===== config.mk =====
export PLATFORM = sky130hd
export DESIGN_NAME = tx_completion_notifier
export DESIGN_NICKNAME = d
export VERILOG_FILES = /design/src/rtl/tlp_defs_pkg.sv /design/src/rtl/tx_completion_notifier.sv
export SDC_FILE = /design/constraint.sdc
export NUM_CORES = 1
export LEC_CHECK = 0
export BUFFER_PORTS_ARGS = -buffer_cell sky130_fd_sc_hd__buf_2
export CORE_MARGIN = 2
export CORE_UTILIZATION = 50
export DETAILED_ROUTE_END_ITERATION = 10
export PLACE_DENSITY = 0.8
export SYNTH_ARGS = -nofsm -noshare
export SYNTH_HDL_FRONTEND = slang
export SYNTH_SLANG_ARGS = --single-unit

===== constraint.sdc =====
create_clock -name trn_clk -period 2.5 [get_ports trn_clk]
set_input_delay 0.375 -clock trn_clk [delete_from_list [all_inputs] [get_ports trn_clk]]
set_output_delay 0.375 -clock trn_clk [all_outputs]
set_load 0.02 [all_outputs]

===== src/rtl/tlp_defs_pkg.sv =====
// Shared TLP constants: fmt/type codes, TRN remainder codes, notifier FSM encoding.
package tlp_defs_pkg;

    localparam int unsigned DW_W  = 32;
    localparam int unsigned FT_W  = 7;
    localparam int unsigned REM_W = 8;

    localparam logic [FT_W-1:0]  FMT_MWR32  = 7'b10_00000;
    localparam logic [FT_W-1:0]  FMT_MWR64  = 7'b11_00000;
    localparam logic [REM_W-1:0] TREM_ALL   = 8'h00;
    localparam logic [REM_W-1:0] TREM_UPPER = 8'h0F;

    typedef enum logic [4:0] {
        ST_IDLE = 5'b00001,
        ST_REQ  = 5'b00010,
        ST_HDR0 = 5'b00100,
        ST_HDR1 = 5'b01000,
        ST_DATA = 5'b10000
    } tx_state_e;

    // Byte-reverse a DW so the payload lands little-endian on the wire.
    function automatic logic [DW_W-1:0] dw_swap(input logic [DW_W-1:0] v);
        return {v[7:0], v[15:8], v[23:16], v[31:24]};
    endfunction

    // First header DW pair of a one-DW memory write, FirstBE = F, LastBE = 0.
    function automatic logic [63:0] mwr_hdr0(input logic [FT_W-1:0] fmt_type,
                                             input logic [15:0] req_id,
                                             input logic [7:0] tag);
        return {1'b0, fmt_type, 8'h00, 16'h0001, req_id, tag, 8'h0F};
    endfunction

endpackage


===== src/rtl/tx_completion_notifier.sv =====
// Turns huge-page-freed events into one-DW MWr TLPs on the TRN TX port.
// MWR32_SHORT_EN: send a 2-beat MWr32 when the completion address is below 4 GB.
module tx_completion_notifier
    import tlp_defs_pkg::*;
#(
    parameter int unsigned SEQ_W = 16
) (
    input  logic        trn_clk,
    input  logic        reset_n,
    input  logic [63:0] completed_buffer_address,
    input  logic [15:0] cfg_completer_id,
    input  logic        huge_page_free_1,
    input  logic        huge_page_free_2,
    output logic        tx_req,
    input  logic        tx_gnt,
    input  logic        trn_tbuf_av,
    input  logic        trn_tdst_rdy_n,
    output logic [63:0] trn_td,
    output logic [7:0]  trn_trem_n,
    output logic        trn_tsof_n,
    output logic        trn_teof_n,
    output logic        trn_tsrc_rdy_n,
    output logic        trn_tsrc_dsc_n
);

    tx_state_e        state_q, state_d;
    logic [SEQ_W-1:0] seq_q, seq_d;
    logic             pend_1_q, pend_1_d, pend_2_q, pend_2_d;
    logic             snap_1_q, snap_1_d, snap_2_q, snap_2_d;
    logic             short_q, short_d;
    logic             tx_req_d, tsof_n_d, teof_n_d, tsrc_rdy_n_d;
    logic [63:0]      td_d;
    logic [7:0]       trem_n_d;

    logic             use_short_c;
    logic [63:0]      addr_dw_c;
    logic [DW_W-1:0]  payload_le_c;
    logic             beat_acc_c;

    assign addr_dw_c    = completed_buffer_address & ~64'h3;
    assign payload_le_c = dw_swap({16'(seq_q), 14'b0, snap_2_q, snap_1_q});
    assign beat_acc_c   = ~trn_tdst_rdy_n;

`ifdef MWR32_SHORT_EN
    assign use_short_c = (completed_buffer_address[63:32] == 32'h0);
`else
    assign use_short_c = 1'b0;
`endif

    // The block never discontinues a TLP.
    assign trn_tsrc_dsc_n = 1'b1;

    // Event latch, FSM and beat mux; every output register has its next value here.
    always_comb begin
        state_d      = state_q;
        seq_d        = seq_q;
        pend_1_d     = pend_1_q | huge_page_free_1;
        pend_2_d     = pend_2_q | huge_page_free_2;
        snap_1_d     = snap_1_q;
        snap_2_d     = snap_2_q;
        short_d      = short_q;
        tx_req_d     = tx_req;
        td_d         = trn_td;
        trem_n_d     = trn_trem_n;
        tsof_n_d     = trn_tsof_n;
        teof_n_d     = trn_teof_n;
        tsrc_rdy_n_d = trn_tsrc_rdy_n;

        unique case (state_q)
            ST_IDLE: begin
                if ((pend_1_q | pend_2_q) && (completed_buffer_address != 64'h0)) begin
                    state_d  = ST_REQ;
                    tx_req_d = 1'b1;
                    snap_1_d = pend_1_q;
                    snap_2_d = pend_2_q;
                    // A pulse on the snapshot edge rides in the next TLP.
                    pend_1_d = huge_page_free_1;
                    pend_2_d = huge_page_free_2;
                end
            end
            ST_REQ: begin
                if (tx_gnt && trn_tbuf_av) begin
                    state_d      = ST_HDR0;
                    short_d      = use_short_c;
                    td_d         = mwr_hdr0(use_short_c ? FMT_MWR32 : FMT_MWR64,
                                            cfg_completer_id, 8'(seq_q));
                    trem_n_d     = TREM_ALL;
                    tsof_n_d     = 1'b0;
                    teof_n_d     = 1'b1;
                    tsrc_rdy_n_d = 1'b0;
                end
            end
            ST_HDR0: begin
                if (beat_acc_c) begin
                    state_d  = ST_HDR1;
                    tsof_n_d = 1'b1;
                    if (short_q) begin
                        td_d     = {addr_dw_c[31:0], payload_le_c};
                        teof_n_d = 1'b0;
                    end else begin
                        td_d     = addr_dw_c;
                    end
                end
            end
            ST_HDR1: begin
                if (beat_acc_c) begin
                    if (short_q) begin
                        state_d      = ST_IDLE;
                        tx_req_d     = 1'b0;
                        seq_d        = seq_q + SEQ_W'(1);
                        td_d         = 64'h0;
                        trem_n_d     = TREM_ALL;
                        teof_n_d     = 1'b1;
                        tsrc_rdy_n_d = 1'b1;
                    end else begin
                        state_d  = ST_DATA;
                        td_d     = {payload_le_c, 32'h0};
                        trem_n_d = TREM_UPPER;
                        teof_n_d = 1'b0;
                    end
                end
            end
            ST_DATA: begin
                if (beat_acc_c) begin
                    state_d      = ST_IDLE;
                    tx_req_d     = 1'b0;
                    seq_d        = seq_q + SEQ_W'(1);
                    td_d         = 64'h0;
                    trem_n_d     = TREM_ALL;
                    teof_n_d     = 1'b1;
                    tsrc_rdy_n_d = 1'b1;
                end
            end
            default: state_d = ST_IDLE;
        endcase
    end

    always_ff @(posedge trn_clk or negedge reset_n) begin
        if (!reset_n) begin
            state_q        <= ST_IDLE;
            seq_q          <= '0;
            pend_1_q       <= 1'b0;
            pend_2_q       <= 1'b0;
            snap_1_q       <= 1'b0;
            snap_2_q       <= 1'b0;
            short_q        <= 1'b0;
            tx_req         <= 1'b0;
            trn_td         <= 64'h0;
            trn_trem_n     <= TREM_ALL;
            trn_tsof_n     <= 1'b1;
            trn_teof_n     <= 1'b1;
            trn_tsrc_rdy_n <= 1'b1;
        end else begin
            state_q        <= state_d;
            seq_q          <= seq_d;
            pend_1_q       <= pend_1_d;
            pend_2_q       <= pend_2_d;
            snap_1_q       <= snap_1_d;
            snap_2_q       <= snap_2_d;
            short_q        <= short_d;
            tx_req         <= tx_req_d;
            trn_td         <= td_d;
            trn_trem_n     <= trem_n_d;
            trn_tsof_n     <= tsof_n_d;
            trn_teof_n     <= teof_n_d;
            trn_tsrc_rdy_n <= tsrc_rdy_n_d;
        end
    end

endmodule


==> flow_summary.ini, run 1 <==
[cells_and_area]
final_common_cell = buf_2
mostFrequentLayoutCells = 157 x buf_2, 89 x dfrtp_1, 41 x a22o_1, 41 x mux2_2, 31 x nand2_1
syn_to_final_growth_pct = 22.5
drive_gt1_share_pct = 42.9
fillCellCount = 717
n_antenna_cell = 0
fin_nets = 635

[clock_tree]
cts_max_level = 3
post_cts_buffers = 0
clock-sinks = 93
cts_tree = yes
clockRootBuffer = clkbuf_8
hold_buffers = 0
clk_latency_ns = 0.36
cts_buffers = 9
cts_resized = 0
max-clock-path-buffers = 2
cts.clk_slew.worst_paths_ns = 0.09

[synth]
syn_avg_cell_area_um2 = 11.4
synth_cell_type_count = 42
ys_seq_elements = 93
synth_top_area_share_pct = 48.7
syn_inst = 400
seq_area_frac_synth_pct = 51.0
synth_warnings = 0
syn-cell-area_um2 = 4580
synth_area_leader_cell = dfrtp_1
synthTopCellsByArea = dfrtp_1 49%, mux2_2 10%, a22o_1 7.8%, mux2i_1 3.7%, nand2_1 2.5%

[min_path]
worstHoldPathType = input pin to async pin

[worst_setup_path]
cp.arrival_ns = 2.41
crit_type = flip-flop to flip-flop
r2r_end = trn_td[17]
start_kind = flip-flop
cp_max_fo = 24
r2r_setup_slack_ns = 0.33
reg2reg_from = state_q[3]
rr_worst_depth = 6
worst_ep_required_time_ns = 2.74
critPathCaptureType = flip-flop

[sta]
finalMaxSlewViolations = 0
post-route-period-util_pct = 86.9
finalSetupViolations = 0
skew_ns = 0.0155
rsz0062_at_grt = no
fin_crit_ns = 2.17
hold_viol_final = 0
worst_slew_margin_rel_pct = 60.3
fin_ws_ns = 0.329
fmax_mhz = 461
fin_tns_setup_ns = 0
worstMarginPinSlew_ns = 0.595

[global_route]
grt_overflow_total = 0
grt_first_pass_wirelength_um = 19100
grt_pass1_vias = 3681
grt_antenna_before_repair = 0
busiest_layer = met2
use_met3_pct = 3.51
grt_util_all_layers_pct = 24.7
use_met1_pct = 32.9
grt_max_degree = 50
grt_use_met2_pct = 41.6

[floorplan]
die_height_um = 99.7
dieArea_um2 = 9930
core_um2 = 8810
start_util_pct = 52.0
dieWidth_um = 99.7
ioPinCount = 164
rows = 34

[outcome]
status = finished clean

[route]
route.vias.total = 3723
dr.pass1.iters = 4
viasPerCell = 5.64
ant_nets = 0
finalWirelength_um = 12200
dr.first_iter.drc_count = 149
drcViolationCount = 0
wl_per_cell_um = 18.4

[power_and_ir_drop]
ir_drop_uv = 496
p_leak_nw = 2.98
power.density_nw_per_um2 = 874

[place]
preCtsSetupSlack_ns = 0.388
place.gp.congestion = 0.861
place_hpwl_um = 9100
portBuffers = 158

[job]
maxCapViolCount = 0
==> logic make-up after synthesis <==
logic type | after synthesis | share of synthesized area [%]
adders and majority gates | 1 | 0.273
xor gates and xnor gates | 18 | 3.45
buffers and inverters | 60 | 7.00
and+or+nand+nor | 95 | 11.6
DFF | 93 | 51.0
AOI/OAI and AO/OA | 69 | 11.7
muxes | 62 | 14.8
other | 2 | 0.164
==> metrics by stage <==
stage | power (W) | cells | instance area (µm²) | hold slack (ns) | utilization (%)
6_report | 0.00490 | 660 | 5610 | 0.0131 | 63.7
5_1_grt | 0.00514 | 660 | 5610 | 0.0461 | 63.7
4_1_cts | 0.00492 | 660 | 5610 | 0.0319 | 63.7
3_5_place_dp | 0.00388 | 644 | 5400 | 0.420 | 61.3
3_3_place_gp | 0.00381 | 644 | 5400 | 0.413 | 61.3
2_1_floorplan | 0.00337 | 403 | 4590 | 0.0794 | -
==> synthesized netlist by cell type <==
library cell / n
inv_1: 27
dfrtp_1: 89
and3_4: 1
or3_4: 1
or2_2: 1
buf_2: 10
a211o_1: 1
and2_0: 1
mux2_1: 4
a22o_1: 41
buf_6: 5
nand2b_1: 2
and3_1: 7
a21oi_1: 1
nor2_1: 11
o31ai_1: 1
clkbuf_1: 6
nand3_1: 5
a21o_1: 2
nand2_1: 31
nand4b_1: 2
o21ai_0: 13
o22ai_1: 2
ha_1: 1
nand4_1: 7
dfstp_2: 4
a22oi_1: 6
xor2_1: 8
mux2_2: 41
conb_1: 2
xnor2_1: 10
o32ai_1: 2
and2_2: 1
nor4_4: 1
buf_4: 12
and2_1: 2
or3b_4: 1
nand3_2: 2
nor4_1: 17
nor2_4: 1
nand3b_1: 1
mux2i_1: 17
==> flip-flops by register name (all words and copies together), names as in the netlist <==
signal / cells
seq_q: 16
pend_1_q: 1
snap_2_q: 1
trn_teof_n: 1
state_q: 5
snap_1_q: 1
trn_tsrc_rdy_n: 1
pend_2_q: 1
trn_td: 63
tx_req: 1
trn_tsof_n: 1
trn_trem_n: 1
==> critical path, stage by stage (launching register included) <==
cell and delay (ns):
dfrtp_1 0.47, nand2b_1 0.25, o22ai_1 0.26, nand3b_1 0.12
nand4b_1 0.19, buf_4 0.38, mux2_2 0.39
==> how the worst max path moves through the flow <==
| stage | slack (ns) | cells after the start | startpoint | endpoint |
|---|---|---|---|---|
| after floorplan | 0.62 | 8 | state_q[3] | trn_td[17] |
| after global placement | 0.50 | 7 | completed_buffer_address[51] | tx_req |
| after detailed placement | 0.39 | 6 | state_q[3] | trn_td[17] |
| after CTS | 0.34 | 6 | state_q[3] | trn_td[17] |
| after global routing | 0.22 | 6 | state_q[3] | trn_td[17] |
| final | 0.33 | 6 | state_q[3] | trn_td[17] |
==> area by class of cell <==
| cell class | count | area (µm²) | share of cell area [%] |
|---|---|---|---|
| clock buffer | 11 | 151 | 2.70 |
| sequential | 93 | 2330 | 41.6 |
| inverter | 27 | 101 | 1.81 |
| tap | 108 | 135 | 2.41 |
| clock inverter | 5 | 58.8 | 1.05 |
| timing repair buffer | 166 | 891 | 15.9 |
| multi-input combinational | 250 | 1940 | 34.5 |
==> routing by layer <==
metal / share of wire [%] / vias up
li1: - / 1718
met1: 42 / 1856
met2: 51 / 133
met3: 5.8 / 16
met4: 1.5 / 0
met5: 0 / -
==> power by group <==
part | switching, W | internal (W)
sequential | 0.000203 | 0.00182
combinational | 0.00104 | 0.000782
clock | 0.000537 | 0.000517
Power figures use the tool's default switching activity.
==> run 2, diff against run 1 <==
Settings changed: CELL_PAD_IN_SITES_DETAIL_PLACEMENT set to 1, CELL_PAD_IN_SITES_GLOBAL_PLACEMENT set to 1, CORE_UTILIZATION 50 to 38, PLACE_DENSITY 0.8 to unset, PLACE_DENSITY_LB_ADDON set to 0.1.
Clock period 2.5 ns to 2.2 ns, I/O delays scaled along.
==> flow_summary.ini, run 2 (synthesized netlist as in run 1, its figures left out) <==
[worst_setup_path]
cp_num_buf_inv = 1
crit_chain = nand2b_1 -> o22ai_1 -> nand3b_1 -> nand4b_1 -> buf_12 -> mux2_2
cpPeakStageDelay_ns = 0.46
worst_ep_required_time_ns = 2.42
cp.arrival_ns = 2.28
start_kind = flip-flop
cp_slowest_cell = dfrtp_1
cp_top_family = simple AND/OR/NAND/NOR gates
crit_type = flip-flop to flip-flop
cp_max_fo = 31
critPathCaptureType = flip-flop

[cells_and_area]
layout_top_registers = trn_td x63, seq_q x16, state_q x5
fin_nets = 643
n_antenna_cell = 0
largest-register = trn_td
drive_gt1_share_pct = 43.1
largest_reg_flops = 63
fin_area_um2 = 5790
syn_to_final_growth_pct = 26.6
final_common_cell = buf_2
mostFrequentLayoutCells = 157 x buf_2, 88 x dfrtp_1, 41 x a22o_1, 41 x mux2_2, 31 x nand2_1

[route]
finalWirelength_um = 13700
route.vias.total = 3683
ant_nets = 0
viasPerCell = 5.22
dr.first_iter.drc_count = 134
drcViolationCount = 0
wl_per_cell_um = 19.4
dr.pass1.iters = 4

[min_path]
worstHoldPathType = input pin to flip-flop

[floorplan]
ioPinCount = 164
core_um2 = 11900
rows = 40
die_height_um = 114
start_util_pct = 38.6
dieArea_um2 = 12900
dieWidth_um = 114

[place]
place_hpwl_um = 10400
portBuffers = 158
preCtsSetupSlack_ns = -0.252
place.gp.congestion = 0.808
placed_area_um2 = 5520

[global_route]
grt_util_all_layers_pct = 21.6
grt_overflow_total = 0
grt_max_degree = 67
grt_antenna_before_repair = 0
grt_first_pass_wirelength_um = 21400
grt_pass1_vias = 3840

[sta]
fmax_mhz = 486
worstMarginPinSlew_ns = 0.558
finalSetupViolations = 0
hold_viol_final = 0
rsz0062_at_grt = no
skew_ns = 0.00586
fin_ws_ns = 0.141
hold_slack_ns = 0.166
fin_crit_ns = 2.06
finalMaxSlewViolations = 0
worst_slew_margin_rel_pct = 62.5
post-route-period-util_pct = 93.6

[clock_tree]
clock-sinks = 93
cts_tree = yes
max-clock-path-buffers = 2
cts.clk_slew.worst_paths_ns = 0.06
clk_latency_ns = 0.34
clockRootBuffer = clkbuf_16
cts_max_level = 3
post_cts_buffers = 0
cts_buffers = 9

[job]
maxCapViolCount = 0

[power_and_ir_drop]
p_leak_nw = 3.06
power_w = 0.00585
power.density_nw_per_um2 = 1010
ir_drop_uv = 594

[outcome]
status = finished clean
-- run 2: changes by cell type in the layout (fill, tap and decap cells not counted), sizes merged --
cell,before,now
buf,166,173
bufinv,1,0
clkbuf,11,13
clkinvlp,2,0
dlygate4sd3,0,1
-- run 2: area by class of cell --
type | instances | area (µm²)
Clock inverter | 2 | 10.0
Fill cell | 1361 | 6070
Sequential cell | 93 | 2330
Timing Repair Buffer | 174 | 978
Tap cell | 147 | 184
Multi-Input combinational cell | 250 | 1940
Inverter | 27 | 101
Clock buffer | 13 | 250
-- run 2: layer usage --
metal | up-vias | part of all wire (%) | global-route usage, %
met3 | 16 | 4.1 | 3.08
met1 | 1846 | 46 | 30.1
met2 | 95 | 48 | 35.0
met4 | 0 | 1.8 | 7.15
li1 | 1726 | - | -
met5 | - | 0 | 0
-- run 2: worst register-to-register path: stages (launching register included) --
cell and delay [ns]:
dfrtp_1 0.46, nand2b_1 0.27, o22ai_1 0.22, nand3b_1 0.10
nand4b_1 0.24, buf_12 0.26, mux2_2 0.38
-- run 2: what timing repair did --
| item | in CTS | in global routing |
|---|---|---|
| hold buffers | 1 | 0 |
| hold endpoints to repair | 23 | 0 |
| resized for setup | 0 | 1 |
| endpoints found under the setup margin | 0 | 18 |
-- run 2: through the flow --
| stage | utilization, % | std cells | setup TNS, ns |
|---|---|---|---|
| after floorplan | - | 403 | 0 |
| after global placement | 46.6 | 690 | -1.58 |
| after detailed placement | 46.6 | 690 | -1.39 |
| after CTS | 48.8 | 706 | 0 |
| after global routing | 48.8 | 706 | 0 |
| final | 48.8 | 706 | 0 |
-- run 2: power breakdown --
| part | total (W) | internal [W] | switching (W) |
|---|---|---|---|
| clock | 0.00141 | 0.000788 | 0.000622 |
| sequential | 0.00230 | 0.00207 | 0.000226 |
| combinational | 0.00214 | 0.000924 | 0.00122 |
-- run 2: path summary, 6_finish.rpt --
path | from | to | slack, ns | cells past startpoint
min reg2reg | trn_teof_n | trn_teof_n | 0.47 | 2
max in group asynchronous | reset_n | trn_td[5] | 1.04 | 3
max reg2reg | state_q[3] | trn_td[40] | 0.14 | 6
max | state_q[3] | trn_td[40] | 0.14 | 6
min in group asynchronous | reset_n | trn_td[20] | 0.46 | 2
min | huge_page_free_1 | pend_1_q | 0.17 | 2
